--- config.mk ---
export PLATFORM = sky130hd
export DESIGN_NAME = uart_rx_oversampled
export DESIGN_NICKNAME = d
export VERILOG_FILES = /design/src/rtl/usart_pkg.sv /design/src/rtl/sync_2ff.sv /design/src/rtl/uart_rx_oversampled.sv
export SDC_FILE = /design/constraint.sdc
export NUM_CORES = 1
export LEC_CHECK = 0
export ABC_CLOCK_PERIOD_IN_PS = 2300
export BUFFER_PORTS_ARGS = -buffer_cell sky130_fd_sc_hd__buf_2
export CAP_MARGIN = 20
export CELL_PAD_IN_SITES_DETAIL_PLACEMENT = 0
export CELL_PAD_IN_SITES_GLOBAL_PLACEMENT = 1
export CORE_MARGIN = 4
export CORE_UTILIZATION = 39
export DETAILED_ROUTE_END_ITERATION = 12
export GPL_TIMING_DRIVEN = 0
export PLACE_DENSITY_LB_ADDON = 0.1
export SETUP_SLACK_MARGIN = 0.1
export SYNTH_ARGS = -nofsm -noshare
export SYNTH_HDL_FRONTEND = slang
export SYNTH_HIERARCHICAL = 1
export SYNTH_SLANG_ARGS = --single-unit
--- constraint.sdc ---
create_clock -name CLOCK_50M -period 2.3 [get_ports CLOCK_50M]
set_input_delay 0.23 -clock CLOCK_50M [delete_from_list [all_inputs] [get_ports CLOCK_50M]]
set_output_delay 0.23 -clock CLOCK_50M [all_outputs]
set_load 0.005 [all_outputs]
--- src/rtl/usart_pkg.sv ---
// Shared USART definitions: receiver FSM encoding, oversampling default,
// parity modes and the parity helper used by the receiver.
package usart_pkg;

    typedef enum logic [2:0] {
        ST_IDLE   = 3'd0,
        ST_START  = 3'd1,
        ST_DATA   = 3'd2,
        ST_PARITY = 3'd3,
        ST_STOP   = 3'd4
    } rx_state_t;

    localparam int OVERSAMPLE_DEF = 16;
    localparam int MAX_DATA_BITS  = 9;

    localparam int PAR_NONE = 0;
    localparam int PAR_ODD  = 1;
    localparam int PAR_EVEN = 2;

    // Parity bit the transmitter should have sent for this word; unused
    // upper bits must be zero so they do not disturb the XOR.
    function automatic logic expected_parity(input logic [MAX_DATA_BITS-1:0] word,
                                             input int mode);
        logic x;
        x = ^word;
        if (mode == PAR_ODD) begin
            expected_parity = ~x;
        end else begin
            expected_parity = x;
        end
    endfunction

endpackage

--- src/rtl/sync_2ff.sv ---
// Two-flop synchroniser for a single asynchronous input bit.
module sync_2ff #(
    parameter logic RESET_VAL = 1'b1
) (
    input  logic CLOCK_50M,
    input  logic RST,
    input  logic d,
    output logic q
);

    logic meta_r;
    logic sync_r;

    // Two flops in series give a possibly metastable first sample a cycle to settle
    always_ff @(posedge CLOCK_50M or posedge RST) begin
        if (RST) begin
            meta_r <= RESET_VAL;
            sync_r <= RESET_VAL;
        end else begin
            meta_r <= d;
            sync_r <= meta_r;
        end
    end

    assign q = sync_r;

endmodule

--- src/rtl/uart_rx_oversampled.sv ---
// USART receiver: 16x oversampled start/data/parity/stop deserialiser with a
// level Valid/Ack handshake and one-cycle error pulses.
module uart_rx_oversampled
    import usart_pkg::*;
#(
    parameter int DATA_BITS  = 8,
    parameter int PARITY     = PAR_NONE,
    parameter int OVERSAMPLE = OVERSAMPLE_DEF
) (
    input  logic                 CLOCK_50M,
    input  logic                 RST,
    input  logic                 Enable,
    input  logic                 Tick,
    input  logic                 RX,
    output logic [DATA_BITS-1:0] Data,
    output logic                 Valid,
    input  logic                 Ack,
    output logic                 FrameErr,
    output logic                 ParityErr,
    output logic                 Overrun,
    output logic                 Busy
);

    localparam int TW = $clog2(OVERSAMPLE);
    localparam int BW = $clog2(DATA_BITS + 1);
    localparam logic [TW-1:0] MID_CNT  = TW'(OVERSAMPLE / 2 - 1);
    localparam logic [TW-1:0] LAST_CNT = TW'(OVERSAMPLE - 1);
    localparam logic [BW-1:0] LAST_BIT = BW'(DATA_BITS - 1);

    rx_state_t              state_r;
    rx_state_t              state_next_s;
    logic                   rx_s;
    logic                   tick_en_s;
    logic                   start_smp_s;
    logic                   data_smp_s;
    logic                   par_smp_s;
    logic                   stop_smp_s;
    logic                   word_ok_s;
    logic [TW-1:0]          tick_cnt_r;
    logic [BW-1:0]          bit_cnt_r;
    logic [DATA_BITS-1:0]   shift_r;
    logic                   par_bad_r;
    logic [DATA_BITS-1:0]   data_r;
    logic                   valid_r;
    logic                   frame_err_r;
    logic                   parity_err_r;
    logic                   overrun_r;
    logic                   busy_r;

    sync_2ff #(.RESET_VAL(1'b1)) u_rx_sync (
        .CLOCK_50M (CLOCK_50M),
        .RST       (RST),
        .d         (RX),
        .q         (rx_s)
    );

    assign tick_en_s = Enable & Tick;

    // FSM state register
    always_ff @(posedge CLOCK_50M or posedge RST) begin
        if (RST) begin
            state_r <= ST_IDLE;
        end else begin
            state_r <= state_next_s;
        end
    end

    // FSM outputs: which sampling point (if any) falls on this cycle
    always_comb begin
        start_smp_s = 1'b0;
        data_smp_s  = 1'b0;
        par_smp_s   = 1'b0;
        stop_smp_s  = 1'b0;
        case (state_r)
            ST_START:  start_smp_s = tick_en_s & (tick_cnt_r == MID_CNT);
            ST_DATA:   data_smp_s  = tick_en_s & (tick_cnt_r == LAST_CNT);
            ST_PARITY: par_smp_s   = tick_en_s & (tick_cnt_r == LAST_CNT);
            ST_STOP:   stop_smp_s  = tick_en_s & (tick_cnt_r == LAST_CNT);
            default:   start_smp_s = 1'b0;
        endcase
        word_ok_s = stop_smp_s & rx_s & ~par_bad_r;
    end

    // FSM next state; Enable low forces IDLE and the frame is abandoned
    always_comb begin
        state_next_s = state_r;
        if (!Enable) begin
            state_next_s = ST_IDLE;
        end else begin
            case (state_r)
                ST_IDLE: begin
                    if (!rx_s) state_next_s = ST_START;
                    else       state_next_s = ST_IDLE;
                end
                ST_START: begin
                    if (start_smp_s) state_next_s = rx_s ? ST_IDLE : ST_DATA;
                    else             state_next_s = ST_START;
                end
                ST_DATA: begin
                    if (data_smp_s && (bit_cnt_r == LAST_BIT))
                        state_next_s = (PARITY != PAR_NONE) ? ST_PARITY : ST_STOP;
                    else
                        state_next_s = ST_DATA;
                end
                ST_PARITY: begin
                    if (par_smp_s) state_next_s = ST_STOP;
                    else           state_next_s = ST_PARITY;
                end
                ST_STOP: begin
                    // Leave at stop mid-bit so a back-to-back start edge is seen
                    if (stop_smp_s) state_next_s = ST_IDLE;
                    else            state_next_s = ST_STOP;
                end
                default: state_next_s = ST_IDLE;
            endcase
        end
    end

    // Tick/bit counters, data shift register and parity verdict
    always_ff @(posedge CLOCK_50M or posedge RST) begin
        if (RST) begin
            tick_cnt_r <= '0;
            bit_cnt_r  <= '0;
            shift_r    <= '0;
            par_bad_r  <= 1'b0;
        end else if (!Enable || (state_r == ST_IDLE)) begin
            tick_cnt_r <= '0;
            bit_cnt_r  <= '0;
            par_bad_r  <= 1'b0;
        end else begin
            if (tick_en_s) begin
                if (start_smp_s || data_smp_s || par_smp_s) tick_cnt_r <= '0;
                else                                        tick_cnt_r <= tick_cnt_r + TW'(1);
            end
            if (data_smp_s) begin
                // LSB arrives first, so shift in from the top
                shift_r   <= {rx_s, shift_r[DATA_BITS-1:1]};
                bit_cnt_r <= bit_cnt_r + BW'(1);
            end
            if (par_smp_s) begin
                par_bad_r <= (rx_s != expected_parity(MAX_DATA_BITS'(shift_r), PARITY));
            end
        end
    end

    // Output word handshake and one-cycle error strobes at the stop sample
    always_ff @(posedge CLOCK_50M or posedge RST) begin
        if (RST) begin
            data_r       <= '0;
            valid_r      <= 1'b0;
            frame_err_r  <= 1'b0;
            parity_err_r <= 1'b0;
            overrun_r    <= 1'b0;
        end else begin
            frame_err_r  <= stop_smp_s & ~rx_s;
            parity_err_r <= stop_smp_s & par_bad_r;
            overrun_r    <= word_ok_s & valid_r & ~Ack;
            // A simultaneous Ack frees the slot, so the new word is taken
            if (word_ok_s && (!valid_r || Ack)) begin
                data_r  <= shift_r;
                valid_r <= 1'b1;
            end else if (Ack && valid_r) begin
                valid_r <= 1'b0;
            end else begin
                valid_r <= valid_r;
            end
        end
    end

    // Busy mirrors the state the FSM is entering
    always_ff @(posedge CLOCK_50M or posedge RST) begin
        if (RST) begin
            busy_r <= 1'b0;
        end else begin
            busy_r <= (state_next_s != ST_IDLE);
        end
    end

    assign Data      = data_r;
    assign Valid     = valid_r;
    assign FrameErr  = frame_err_r;
    assign ParityErr = parity_err_r;
    assign Overrun   = overrun_r;
    assign Busy      = busy_r;

endmodule

==> impl_metrics.tcl <==
set metrics [dict create \
    run_status "complete, no violations" \
    ant_nets 0 \
    num_io_pins 19 \
    worstHoldStart "RX" \
    switching_share 0.204 \
    reg2reg_to "Data[1]" \
    setup_viol_count_final 0 \
    hold_class "in -> reg" \
    drcViolationCount 0 \
    clock_latency_ps 280 \
    crit_path_cell_trace "ha_1, nand4_1, or4_4, nor2b_4, buf_12, mux2_4" \
    critPathKind "reg -> reg" \
    synth_nets 145 \
    fin_crit_sh 0.917 \
    post_drt_wl_per_cell_microns 13.6 \
    hold_viol 0 \
    seq_area_frac_synth 0.529 \
    grt_pass1_wl_microns 5210 \
    cp-end-kind "flip-flop" \
    die_w_microns 73.2 \
    clk_pin_slew_ps 70 \
    peakVddDrop_mv 0.309 \
    clockBufferDepth 2 \
    rsz0062_at_grt "no" \
    grt_overflow 0 \
    wl_microns 2920 \
    cp.buffers_inverters 1 \
    die-area_sq_mm 0.00536 \
    antenna_cells 0 \
    fin_util 0.480 \
    cts_htree_levels 2 \
    p_seq_frac 0.545 \
    power_switching_w 0.000235 \
    ys_seq_elements 35 \
    antenna_found_initial 0 \
    syn2layout_area_growth_pct 17.5 \
    crit_slowest_cell "or4_4" \
    vias_per_cell 4.98 \
    dpl.hpwl_microns 2150 \
    pwr_density_cell_mw_per_mm2 591 \
    timing.final.ws_setup_ps 190 \
    crit_arrival_ps 2280 \
    pwr-share-clk 0.409 \
    syn_area_sq_mm 0.00166 \
    portBuffers 18 \
    stdcell_area_sq_mm 0.00195 \
    grt_pass1_vias 1109 \
    r2r_slack_ps 190 \
    start_util 0.409 \
    dp_slack_ps 164 \
    syn_inst 137 \
    fin_crit_ps 2110 \
    cts_root_buffer "clkbuf_8" \
    yosys_warnings 6 \
    cts_sinks 35 \
    intPower_w 0.000917 \
    maxCapViolations 0 \
    cts_tree "done" \
    drt_iter0_markers 61 \
    cts_setup_buffers 0 \
    synth.avg_cell_area_sq_um 12.1 \
    finalSetupTns_ps 0 \
    fin_skew_ps 3.86 \
    place_congestion 0.818 \
    startpoint_type "flip-flop" \
    critPathTopFamily "simple AND/OR/NAND/NOR gates" \
    dpl_cell_area_sq_mm 0.00184 \
    num_rows 23 \
    worst_pin_slew_ps 723 \
    crit_path_start "tick_cnt_r[0]" \
    grt_max_degree 18 \
    post_cts_resized 0 \
    nets 172 \
    grtUsageTotal 0.127 \
    crit_fanout 8 \
    core_sq_mm 0.00406 \
    slowest_delay_ps 600 \
    leakage_nw 0.976 \
    worst_ep_required_time_ps 2470 \
    slew-limit-headroom 0.517 \
    die_h_microns 73.2 \
    fmax_mhz 474 \
    hold_depth 1 \
    drv_slew 0 \
    vias 1071 \
    rr_worst_depth 6 \
    cp.depth 6 \
    endpoint "Data[1]" \
    r2r-start "tick_cnt_r[0]" \
    drtPass1Iterations 2 \
    p_comb_frac 0.046 \
    yosysUniqueCellTypes 43 \
    drive_gt1_frac 0.273 \
    cts-buffers-inserted 5 \
]
worst min path at each step:
stage | to
floorplan | u_rx_sync/meta_r
detailed placement | u_rx_sync/meta_r
global route | u_rx_sync/meta_r
CTS | u_rx_sync/meta_r
finish | u_rx_sync/meta_r
global placement | u_rx_sync/meta_r
routing by layer:
| layer | GRT usage | share of wire | up-vias |
|---|---|---|---|
| li1 | - | - | 526 |
| met1 | 0.173 | 0.49 | 525 |
| met2 | 0.190 | 0.45 | 16 |
| met3 | 0.0399 | 0.048 | 4 |
| met4 | 0.0430 | 0.0092 | 0 |
| met5 | 0 | 0 | - |
cell type report:
| type | count | area [sq um] |
|---|---|---|
| Buffer | 6 | 47.5 |
| Clock buffer | 8 | 100 |
| Fill cell | 380 | 2110 |
| Inverter | 5 | 18.8 |
| Multi-Input combinational cell | 91 | 714 |
| Sequential cell | 35 | 878 |
| Tap cell | 50 | 62.6 |
| Timing Repair Buffer | 20 | 128 |
cell usage after synthesis, drive strengths merged:
cell type / count / area [sq um]
buf: 3 / 36.3
nand3b: 1 / 7.51
nor3b: 1 / 7.51
nand2b: 3 / 18.8
and2: 1 / 6.26
and3: 1 / 6.26
dfrtp: 33 / 826
nor2: 10 / 37.5
nand4: 1 / 6.26
xor2: 3 / 26.3
nand4b: 1 / 8.76
nand2: 10 / 37.5
nor2b: 2 / 20.0
inv: 5 / 18.8
nor3: 1 / 5.00
clkbuf: 3 / 11.3
dfstp: 2 / 52.6
a21o: 1 / 7.51
xnor3: 1 / 22.5
o32ai: 1 / 8.76
o21a: 1 / 7.51
or2b: 1 / 7.51
mux2: 17 / 221
nor4: 1 / 6.26
xnor2: 6 / 52.6
nand3: 3 / 15.0
a31oi: 1 / 6.26
or4: 1 / 11.3
a21oi: 4 / 20.0
or2: 1 / 6.26
o21ai: 7 / 35.0
a22o: 2 / 17.5
ha: 2 / 25.0
mux2i: 3 / 30.0
or3b: 1 / 11.3
or3: 1 / 6.26
a2bb2oi: 1 / 8.76
state kept, by name, summed over array words and instances, names as in the netlist:
| name | cells |
|---|---|
| Busy | 1 |
| Data | 8 |
| FrameErr | 1 |
| Overrun | 1 |
| ParityErr | 1 |
| Valid | 1 |
| bit_cnt_r | 4 |
| par_bad_r | 1 |
| shift_r | 8 |
| state_r | 3 |
| tick_cnt_r | 4 |
| u_rx_sync/meta_r | 1 |
| u_rx_sync/q | 1 |
power groups by stage:
stage	clock, W	combinational [W]	sequential (W)
4_1_cts	0.000491	0.0000541	0.000627
3_3_place_gp	0	0.0000458	0.000639
5_1_grt	0.000521	0.0000598	0.000628
6_report	0.000471	0.0000527	0.000627
2_1_floorplan	0	0.0000305	0.000637
3_5_place_dp	0	0.0000526	0.000639
kinds of logic after synthesis:
| kind of cell | count (synthesis) | share of synthesized area |
|---|---|---|
| XOR/XNOR | 10 | 0.0611 |
| AND/OR/NAND/NOR | 41 | 0.136 |
| flip-flops | 35 | 0.529 |
| AO/OA/AOI/OAI | 18 | 0.0671 |
| adder cells (fa/ha/maj) | 2 | 0.0151 |
| multiplexers | 20 | 0.152 |
| buffers and inverters | 11 | 0.0400 |
placed cells by master, fill, tap and decap left out, types with 2 or more instances in the layout:
cell type | Yosys | routed
clkbuf_8 | 0 | 7
buf_2 | 1 | 19
dfrtp_1 | 33 | 33
o21ai_0 | 3 | 3
a21oi_1 | 4 | 4
nand3_1 | 3 | 3
mux2_4 | 8 | 8
mux2_2 | 3 | 3
mux2i_1 | 3 | 3
nor2_1 | 10 | 10
xnor2_1 | 6 | 6
clkbuf_1 | 3 | 4
ha_1 | 2 | 2
xor2_1 | 3 | 3
mux2_1 | 6 | 6
o21ai_1 | 4 | 4
dfstp_2 | 2 | 2
inv_1 | 5 | 5
nand2b_1 | 3 | 3
nand2_1 | 10 | 10
a22o_1 | 2 | 2
timing repair:
action                                  CTS  global route
hold buffers                              1             0
hold endpoints to repair                  2             0
endpoints found under the setup margin    0             5
worst register-to-register path: stages (launching register included):
cell,delay (ps)
dfrtp_1,380
ha_1,220
nand4_1,210
or4_4,600
nor2b_4,140
buf_12,140
mux2_4,300
through the flow:
stage,total power (W),instances,hold slack (ps)
floorplan,0.000668,137,142
global placement,0.000684,205,272
detailed placement,0.000691,206,275
CTS,0.00117,215,36.7
global route,0.00121,215,35.4
finish,0.00115,215,45.6
(Power assumes the default switching activity.)
